## config.mk

```make
export PLATFORM = sky130hd
export DESIGN_NAME = bounded_updown_counter_flat
export DESIGN_NICKNAME = d
export VERILOG_FILES = /design/src/rtl/bounded_updown_counter_pkg.sv /design/src/rtl/bounded_updown_counter_if.sv /design/src/rtl/bounded_updown_counter_step_calc.sv /design/src/rtl/bounded_updown_counter.sv /design/src/flat_wrapper.sv
export SDC_FILE = /design/constraint.sdc
export NUM_CORES = 1
export LEC_CHECK = 0
export ABC_CLOCK_PERIOD_IN_PS = 8100
export BUFFER_PORTS_ARGS = -buffer_cell sky130_fd_sc_hd__buf_2
export CAP_MARGIN = 0
export CORE_AREA = 2 2 109 111
export DETAILED_ROUTE_END_ITERATION = 10
export DIE_AREA = 0 0 111 113
export GPL_TIMING_DRIVEN = 0
export SLEW_MARGIN = 10
export SYNTH_ARGS = -nofsm -noshare
export SYNTH_HDL_FRONTEND = slang
export SYNTH_SLANG_ARGS = --single-unit
```

## constraint.sdc

```tcl
create_clock -name clk -period 8.1 [get_ports clk]
set_clock_uncertainty 0.1 [all_clocks]
set_input_delay 0.405 -clock clk [delete_from_list [all_inputs] [get_ports clk]]
set_output_delay 0.405 -clock clk [all_outputs]
set_load 0.01 [all_outputs]
```

## src/rtl/bounded_updown_counter_pkg.sv

```systemverilog
// Shared types and helpers for the bounded up/down counter.
// The clamp helper works on a fixed wide vector; callers zero-extend and truncate.
package bounded_counter_pkg;

    typedef enum logic {
        MODE_WRAP = 1'b0,
        MODE_SAT  = 1'b1
    } counter_mode_e;

    localparam int CLAMP_W = 32;

    function automatic logic [CLAMP_W-1:0] clamp_value(
        input logic [CLAMP_W-1:0] value,
        input logic [CLAMP_W-1:0] lo,
        input logic [CLAMP_W-1:0] hi
    );
        logic [CLAMP_W-1:0] result;
        if (value < lo) begin
            result = lo;
        end else if (value > hi) begin
            result = hi;
        end else begin
            result = value;
        end
        return result;
    endfunction

endpackage

```

## src/rtl/bounded_updown_counter_if.sv

```systemverilog
// Control, configuration and status bundle of the bounded up/down counter.
// master drives requests and reads status; slave is the counter itself.
interface bounded_updown_counter_if #(
    parameter int N      = 8,
    parameter int STEP_W = 4
);
    logic              cfgWrite;
    logic [N-1:0]      cfgMin;
    logic [N-1:0]      cfgMax;
    logic              cfgMode;
    logic              syncClear;
    logic              load;
    logic [N-1:0]      loadValue;
    logic              enable;
    logic              upCount;
    logic [STEP_W-1:0] step;
    logic [N-1:0]      counterValue;
    logic              maxTick;
    logic              minTick;
    logic              boundTick;
    logic              cfgError;

    modport master (
        output cfgWrite, cfgMin, cfgMax, cfgMode,
        output syncClear, load, loadValue,
        output enable, upCount, step,
        input  counterValue, maxTick, minTick, boundTick, cfgError
    );

    modport slave (
        input  cfgWrite, cfgMin, cfgMax, cfgMode,
        input  syncClear, load, loadValue,
        input  enable, upCount, step,
        output counterValue, maxTick, minTick, boundTick, cfgError
    );

endinterface

```

## src/rtl/bounded_updown_counter_step_calc.sv

```systemverilog
// Combinational next-count and bound-event logic for one enabled count step.
// All arithmetic is N+1 bits wide so sums and differences never overflow.
module bounded_step_calc
    import bounded_counter_pkg::*;
#(
    parameter int N      = 8,
    parameter int STEP_W = 4
) (
    input  logic [N-1:0]      value,
    input  logic [N-1:0]      cur_min,
    input  logic [N-1:0]      cur_max,
    input  counter_mode_e     mode,
    input  logic              up,
    input  logic [STEP_W-1:0] step,
    output logic [N-1:0]      next_value,
    output logic              bound_event
);

    localparam logic [N:0] ONE = (N+1)'(1);

    logic [N:0] value_ext;
    logic [N:0] min_ext;
    logic [N:0] max_ext;
    logic [N:0] step_ext;
    logic [N:0] range;
    logic [N:0] sum;
    logic [N:0] floor_val;
    logic       step_exceeds_range;

    assign value_ext          = {1'b0, value};
    assign min_ext            = {1'b0, cur_min};
    assign max_ext            = {1'b0, cur_max};
    assign step_ext           = {{(N+1-STEP_W){1'b0}}, step};
    assign range              = max_ext - min_ext;
    assign sum                = value_ext + step_ext;
    // value - step >= min is evaluated as value >= min + step to stay unsigned
    assign floor_val          = min_ext + step_ext;
    assign step_exceeds_range = step_ext > range;

    always_comb begin
        next_value  = value;
        bound_event = 1'b0;
        if (step_ext == '0) begin
            next_value  = value;
            bound_event = 1'b0;
        end else if (up) begin
            if (sum <= max_ext) begin
                next_value = N'(sum);
            end else begin
                bound_event = 1'b1;
                if (mode == MODE_SAT) begin
                    next_value = cur_max;
                end else if (step_exceeds_range) begin
                    next_value = cur_min;
                end else begin
                    next_value = N'(min_ext + (sum - max_ext - ONE));
                end
            end
        end else begin
            if (value_ext >= floor_val) begin
                next_value = N'(value_ext - step_ext);
            end else begin
                bound_event = 1'b1;
                if (mode == MODE_SAT) begin
                    next_value = cur_min;
                end else if (step_exceeds_range) begin
                    next_value = cur_max;
                end else begin
                    next_value = N'(max_ext - (floor_val - value_ext - ONE));
                end
            end
        end
    end

endmodule

```

## src/rtl/bounded_updown_counter.sv

```systemverilog
// Bounded up/down counter: range/mode registers, request priority mux and config validation.
// Priority per cycle is cfgWrite > syncClear > load > enable; only the winner acts.
module bounded_updown_counter
    import bounded_counter_pkg::*;
#(
    parameter int N      = 8,
    parameter int STEP_W = 4
) (
    input  logic                      clk,
    input  logic                      reset,
    bounded_updown_counter_if.slave   bus
);

    logic [N-1:0]  count_q;
    logic [N-1:0]  count_d;
    logic [N-1:0]  cur_min_q;
    logic [N-1:0]  cur_min_d;
    logic [N-1:0]  cur_max_q;
    logic [N-1:0]  cur_max_d;
    counter_mode_e cur_mode_q;
    counter_mode_e cur_mode_d;
    logic          bound_tick_q;
    logic          bound_tick_d;
    logic          cfg_error_q;
    logic          cfg_error_d;

    logic [N-1:0]  step_next;
    logic          step_bound;
    logic [N-1:0]  load_clamped;
    logic          cfg_valid;

    bounded_step_calc #(
        .N      (N),
        .STEP_W (STEP_W)
    ) u_step_calc (
        .value       (count_q),
        .cur_min     (cur_min_q),
        .cur_max     (cur_max_q),
        .mode        (cur_mode_q),
        .up          (bus.upCount),
        .step        (bus.step),
        .next_value  (step_next),
        .bound_event (step_bound)
    );

    assign load_clamped = N'(clamp_value(CLAMP_W'(bus.loadValue),
                                         CLAMP_W'(cur_min_q),
                                         CLAMP_W'(cur_max_q)));
    assign cfg_valid    = bus.cfgMin <= bus.cfgMax;

    always_comb begin
        count_d      = count_q;
        cur_min_d    = cur_min_q;
        cur_max_d    = cur_max_q;
        cur_mode_d   = cur_mode_q;
        bound_tick_d = 1'b0;
        cfg_error_d  = 1'b0;
        if (bus.cfgWrite) begin
            // a rejected write still consumes the cycle
            if (cfg_valid) begin
                cur_min_d  = bus.cfgMin;
                cur_max_d  = bus.cfgMax;
                cur_mode_d = counter_mode_e'(bus.cfgMode);
                count_d    = bus.cfgMin;
            end else begin
                cfg_error_d = 1'b1;
            end
        end else if (bus.syncClear) begin
            count_d = cur_min_q;
        end else if (bus.load) begin
            count_d = load_clamped;
        end else if (bus.enable) begin
            count_d      = step_next;
            bound_tick_d = step_bound;
        end
    end

    always_ff @(posedge clk or negedge reset) begin
        if (!reset) begin
            count_q      <= '0;
            cur_min_q    <= '0;
            cur_max_q    <= '1;
            cur_mode_q   <= MODE_WRAP;
            bound_tick_q <= 1'b0;
            cfg_error_q  <= 1'b0;
        end else begin
            count_q      <= count_d;
            cur_min_q    <= cur_min_d;
            cur_max_q    <= cur_max_d;
            cur_mode_q   <= cur_mode_d;
            bound_tick_q <= bound_tick_d;
            cfg_error_q  <= cfg_error_d;
        end
    end

    assign bus.counterValue = count_q;
    assign bus.maxTick      = count_q == cur_max_q;
    assign bus.minTick      = count_q == cur_min_q;
    assign bus.boundTick    = bound_tick_q;
    assign bus.cfgError     = cfg_error_q;

endmodule

```

## src/flat_wrapper.sv

```systemverilog
// flat-port wrapper written by rule: the top's interface ports become plain ports
module bounded_updown_counter_flat import bounded_counter_pkg::*;
#(
    parameter int N      = 8,
    parameter int STEP_W = 4
)
  (clk, reset, bus_cfgWrite, bus_cfgMin, bus_cfgMax, bus_cfgMode, bus_syncClear, bus_load, bus_loadValue, bus_enable, bus_upCount, bus_step, bus_counterValue, bus_maxTick, bus_minTick, bus_boundTick, bus_cfgError);
  bounded_updown_counter_if #(.N(N), .STEP_W(STEP_W)) bus_i ();
  input  logic clk;
  input  logic reset;
  input wire logic [$bits(bus_i.cfgWrite)-1:0] bus_cfgWrite;
  input wire logic [$bits(bus_i.cfgMin)-1:0] bus_cfgMin;
  input wire logic [$bits(bus_i.cfgMax)-1:0] bus_cfgMax;
  input wire logic [$bits(bus_i.cfgMode)-1:0] bus_cfgMode;
  input wire logic [$bits(bus_i.syncClear)-1:0] bus_syncClear;
  input wire logic [$bits(bus_i.load)-1:0] bus_load;
  input wire logic [$bits(bus_i.loadValue)-1:0] bus_loadValue;
  input wire logic [$bits(bus_i.enable)-1:0] bus_enable;
  input wire logic [$bits(bus_i.upCount)-1:0] bus_upCount;
  input wire logic [$bits(bus_i.step)-1:0] bus_step;
  output wire logic [$bits(bus_i.counterValue)-1:0] bus_counterValue;
  output wire logic [$bits(bus_i.maxTick)-1:0] bus_maxTick;
  output wire logic [$bits(bus_i.minTick)-1:0] bus_minTick;
  output wire logic [$bits(bus_i.boundTick)-1:0] bus_boundTick;
  output wire logic [$bits(bus_i.cfgError)-1:0] bus_cfgError;
  assign bus_i.cfgWrite = bus_cfgWrite;
  assign bus_i.cfgMin = bus_cfgMin;
  assign bus_i.cfgMax = bus_cfgMax;
  assign bus_i.cfgMode = bus_cfgMode;
  assign bus_i.syncClear = bus_syncClear;
  assign bus_i.load = bus_load;
  assign bus_i.loadValue = bus_loadValue;
  assign bus_i.enable = bus_enable;
  assign bus_i.upCount = bus_upCount;
  assign bus_i.step = bus_step;
  assign bus_counterValue = bus_i.counterValue;
  assign bus_maxTick = bus_i.maxTick;
  assign bus_minTick = bus_i.minTick;
  assign bus_boundTick = bus_i.boundTick;
  assign bus_cfgError = bus_i.cfgError;
  bounded_updown_counter #(.N(N), .STEP_W(STEP_W)) u_core (.clk(clk), .reset(reset), .bus(bus_i));
endmodule
```

======== Word level (Yosys, flattened, before mapping) ========
Cells that the tools add are included.
storage, ports and cells
  bits in latches ......................... 0
  word-level logic and storage cells ...... 55
  input port bits ......................... 36
  memory bits (read-only) ................. 0
  output and inout bits ................... 12
  RAM bits ................................ 0
  memories ................................ 0
  register bits ........................... 27
operators by class
  multipliers ............................. 0
  shifts and indexed selects .............. 0
  bitwise gates (word level) .............. 0
  multiplexer cells ....................... 25
  reductions and logical operators ........ 4
  add/subtract/negate cells ............... 10
  equality and inequality tests ........... 4
  $lt $le $gt $ge ......................... 6
  divide/modulo/power cells ............... 0
operators by type and width
  kind                                                    number
  two-way mux 8 bit                                       15
  subtractor 8 bit                                        3
  adder 8 x 4 -> 9 bit                                    2
  equality test 8 bit                                     2
  subtractor 8 x 1 -> 8 bit (second input constant)       2
  two-way mux 1 bit                                       10
  greater-or-equal comparator 8 x 9 -> 1 bit              1
  greater-than comparator 4 x 9 -> 1 bit                  1
  <= comparator 9 x 8 -> 1 bit                            1
  logical NOT 9 bit                                       1
  subtractor 8 x 8 -> 9 bit                               1
  adder 8 bit                                             1
  greater-than comparator 8 bit                           1
  <= comparator 8 bit                                     1
  less-than comparator 8 bit                              1
  subtractor 8 x 4 -> 8 bit                               1
  inequality test 4 bit (second input constant)           1
  nonzero test 4 bit                                      1
  AND reduction 3 bit                                     1
  inequality test 2 x 1 -> 1 bit (second input constant)  1
  AND reduction 2 bit                                     1

======== Longest topological paths before layout ========
  word-level depth ........................ 13
  gate-level depth with buffers ........... 17
  depth with buffers taken out ............ 17

======== Cells and area by module ========
A second synthesis with hierarchy kept.
second synthesis, totals
  cells, all modules ...................... 657
  area total of the unflattened synthesis .. 5,243.8 um^2
by module, submodules not included
  module                  sequential area each (um^2)  cells each  times used  area an instance (um^2)
  bounded_step_calc       0.0                          393         1           3,025.4
  bounded_updown_counter  685.7                        264         1           2,218.4

======== Least setup slack after synthesis ========
Ideal clock, no wire load.
  path kind ............................... register to register
  from .................................... reg u_core.cur_min_q[0]
  to ...................................... reg u_core.count_q[1], in the netlist u_core.bus.counterValue[1]
  library setup time ...................... 0.087 ns
  period minus slack after synthesis ...... 4.077 ns
  path slack .............................. 4.023 ns
  required time ........................... 7.913 ns
  arrival time ............................ 3.890 ns
  buffers on the path ..................... 0
  stages on the path, launching flop included .. 17
  cells stage by stage .................... dfrtp_1 -> ha_1 -> fa_1 -> a21o_1 -> a21oi_1 -> nor2_1 -> xnor2_1 -> ha_1 -> and3_1 -> a22o_1 -> a311o_1 -> a21oi_1 -> nor2_1 -> nor3_1 -> nand2_1 -> a311o_1 -> a211oi_2
on the way
  word-level cells in the longest chain between the ends .. 13
  elaborated cells on any way between the ends .. 22
  those cells by class .................... add/sub: 6; order compare: 3; mux: 13
ends and longest elaborated chain
  element                    RTL line                                text
  from (decl)                bounded_updown_counter.sv:16            logic [N-1:0] cur_min_q;
  from (signal assigned)     bounded_updown_counter.sv:88            cur_min_q <= cur_min_d;
  adder 8 x 4 -> 9 bit       bounded_updown_counter_step_calc.sv:37  assign floor_val = min_ext + step_ext;
  subtractor 8 bit           bounded_updown_counter_step_calc.sv:69  next_value = N'(max_ext - (floor_val - value_ext - ONE));
  subtractor 8 x 1 -> 8 bit  bounded_updown_counter_step_calc.sv:69
  subtractor 8 bit           bounded_updown_counter_step_calc.sv:69
  two-way mux 8 bit          bounded_updown_counter_step_calc.sv:66  end else if (step_exceeds_range) begin
  two-way mux 8 bit          bounded_updown_counter_step_calc.sv:64  if (mode == MODE_SAT) begin
  two-way mux 8 bit          bounded_updown_counter_step_calc.sv:60  if (value_ext >= floor_val) begin
  two-way mux 8 bit          bounded_updown_counter_step_calc.sv:46  end else if (up) begin
  two-way mux 8 bit          bounded_updown_counter_step_calc.sv:43  if (step_ext == '0) begin
  two-way mux 8 bit          bounded_updown_counter.sv:72            end else if (bus.enable) begin
  two-way mux 8 bit *        bounded_updown_counter.sv:70            end else if (bus.load) begin
  two-way mux 8 bit *        bounded_updown_counter.sv:68            end else if (bus.syncClear) begin
  two-way mux 8 bit *        bounded_updown_counter.sv:58            if (bus.cfgWrite) begin
  to (signal assigned)       bounded_updown_counter.sv:87            count_q <= count_d;
  to (decl)                  bounded_updown_counter.sv:14            logic [N-1:0] count_q;
Every way passes the cells marked *; elsewhere a longest branch is shown, timed or not. The select of a mux whose other input is x is not followed.
A chain may end at the register's enable or synchronous reset.

======== Worst setup path in the final report ========
  from .................................... reg u_core.cur_min_q[0]
  to ...................................... reg u_core.count_q[6], in the netlist u_core.bus.counterValue[6]
The elaborated chain is that of the path after synthesis.

==> results.toml <==
[timing]
rsz0062_at_grt = "false"
maxSlewViolCount = 0
finalSetupViolCount = 0
finalHoldViolCount = 0
clock.fmax_mhz = 202
timing.final.crit_share = 0.612
fin_tns_setup_ps = 0
tightest_slew_ps = 1180
relSlewSlack = 0.206
fin_crit_ps = 4960

[clock_tree]
clk_root_buffer_cell = "clkbuf_16"
cts_buffer_depth = 2
holdBufCountCts = 0
clk_latency_ps = 260
htreeDepth = 1
clock_sinks = 27
numCtsBuffers = 3
path_clk_slew_ps = 60
cts_resized = 0
cts_setup_buffers = 0
cts_tree = "built"

[critical_path]
max_stage_delay_ps = 550
path_max_fanout = 10
cp_slowest_cell = "dfrtp_1"
reg2reg_depth = 16
critPathRequiredTime_ps = 8130
cp-start-kind = "flip-flop"
critPathBufInv = 1
crit_chain = "ha_1 > fa_1 > a21o_1 > a21oi_1 > nor2_1 > xnor2_1 > ha_1 > and3_1 > a22o_1 > a311o_1 > a21oi_1 > nor2_1 > clkbuf_1 > a21oi_1 > a221oi_1 > a211oi_1"
cpLargestDelayFamily = "compound AO/OA/AOI/OAI gates"
setup.worst_path.class = "reg -> reg"
r2r_slack_ps = 3140
timing.rr.end = "u_core.bus.counterValue[6]$_DFFE_PN0P_"
critPathArrivalTime_ps = 4990
crit_top_cell = "a21oi_1"
reg2reg_from = "u_core.cur_min_q[0]$_DFFE_PN0P_"
endpoint_kind = "flip-flop"

[placed_design]
dp_hpwl_microns = 14400
port_buffers = 46
dp.cells = 801
gp_congestion = 1.03
placed_area_sq_um = 5410

[global_route]
grt_pass1_wl_microns = 27500
grt_max_degree = 28
grt_pass1_vias = 4756
antenna_found_initial = 0
grtUsageTotal = 0.284
grt-ovfl-total = 0

[layout]
drive_above_1_share = 0.112
stdcell_count = 805
num-nets-final = 797
design_area_sq_um = 5490
n_antenna_cell = 0
syn_to_final_growth_pct = 9.76

[routing]
wire_per_inst_microns = 21.7
dr_total_vias = 4782
first_iter_violations = 434
drc = 0
drt.antenna.violating_nets = 0
wl_microns = 17500
vias_per_cell = 5.94
firstDrtPassIters = 5

[pwr]
leakagePower_uw = 0.00248
clockPowerShare = 0.057
intPower_uw = 900
max-vdd-ir-drop_uv = 349
p_switching_uw = 1080
power_density_nw_per_um2 = 361
swShare = 0.547
combPwrFrac = 0.815
pwr-share-seq = 0.129

[die]
dieWidth_microns = 111
initial_utilization = 0.444
core_area_sq_um = 11300
die_h_microns = 113
row_count = 39
ios = 48
die_area_sq_um = 12500

[synthesis]
syn_avg_cell_area_sq_um = 8.17
synth_most_common_cell = "ha_1"
synth_top_area_frac = 0.200
synthTopCellsByArea = "ha_1, dfrtp_1, fa_1, xnor2_1, inv_1"
ys_seq_area_frac = 0.137
synth_top_area_cell = "ha_1"
ys_ff_latch = 27
ys.flop_type = "dfrtp_1"
netlist_instances = 612
synthesis.nets = 746
synth_edf_count = 0
synthTopCellsByCount = "ha_1, inv_1, a21oi_1, xnor2_1, o21ai_0"
ys.warnings.count = 0
synth_area_sq_um = 5000
synth_cell_type_count = 61
synthArstFlopShare = 1.00

[run]
max-cap-violations = 0

[status]
outcome = "complete, no violations"

[worst_hold_path]
hp-class = "in -> async"
cell families (layout without fill, tap and decap cells):
group,count (synthesis),in the layout,synth area share
AOI/OAI and AO/OA,173,173,0.233
and+or+nand+nor,154,154,0.155
adders and majority gates,98,98,0.272
buffers and inverters,87,137,0.0668
xor gates and xnor gates,49,49,0.0858
DFF,27,27,0.137
muxes,24,24,0.0503
cells in the final DEF, fill, tap and decap left out, types with 10 or more instances in the layout:
cell type / count
nor2b_1: 16
nor2_1: 33
mux2i_1: 15
inv_1: 59
o211ai_1: 10
nand2_1: 36
ha_1: 80
a21oi_1: 41
a21o_1: 15
fa_1: 18
dfrtp_1: 19
xnor2_1: 41
nand3_1: 18
o21ai_0: 40
buf_2: 46
clkbuf_1: 25
state kept, by name, summed over array words and instances, names as in the netlist:
| signal | flops |
|---|---|
| u_core.cur_max_q | 8 |
| u_core.cur_mode_q | 1 |
| u_core.bus.counterValue | 8 |
| u_core.bus.cfgError | 1 |
| u_core.bus.boundTick | 1 |
| u_core.cur_min_q | 8 |
cell type report:
type	count	area (sq um)
Buffer	27	109
Clock buffer	4	78.8
Fill cell	1113	5780
Inverter	60	225
Multi-Input combinational cell	498	3980
Sequential cell	27	686
Tap cell	143	179
Timing Repair Buffer	46	230
stage by stage:
step                      hold slack (ps)  total power, uW  worst slack, ps   util
after floorplan                      9.41             1380             4020      -
after global placement                341             1810             3180  0.480
after detailed placement              349             1840             3210  0.480
after CTS                            60.0             1970             3170  0.487
after global routing                 93.2             2180             2840  0.487
final                                51.0             1980             3140  0.487
routing by layer:
metal	global-route usage	vias up	wire length, microns
met5	0	-	0
met4	0.0567	0	364
met3	0.0375	20	1080
met2	0.470	144	8030
met1	0.401	2320	8010
li1	-	2298	-
worst max path at each step:
stage / from / end / slack [ps] / depth (start not counted)
3_5_place_dp: u_core.cur_min_q[1]$_DFFE_PN0P_ / u_core.bus.counterValue[6]$_DFFE_PN0P_ / 3210 / 17
2_1_floorplan: u_core.cur_min_q[0]$_DFFE_PN0P_ / u_core.bus.counterValue[1]$_DFFE_PN0P_ / 4020 / 16
5_1_grt: u_core.cur_min_q[0]$_DFFE_PN0P_ / u_core.bus.counterValue[4]$_DFFE_PN0P_ / 2840 / 17
6_report: u_core.cur_min_q[0]$_DFFE_PN0P_ / u_core.bus.counterValue[6]$_DFFE_PN0P_ / 3140 / 16
3_3_place_gp: u_core.cur_min_q[0]$_DFFE_PN0P_ / u_core.bus.counterValue[5]$_DFFE_PN0P_ / 3180 / 16
4_1_cts: u_core.cur_min_q[0]$_DFFE_PN0P_ / u_core.bus.counterValue[5]$_DFFE_PN0P_ / 3170 / 16
power groups by stage:
stage               sequential, uW  combinational, uW  clock, uW
floorplan                      222               1160          0
global route                   260               1800        119
finish                         255               1620        113
detailed placement             257               1590          0
CTS                            255               1600        115
global placement               257               1550          0
No activity file was read; power rests on OpenSTA's default activity.
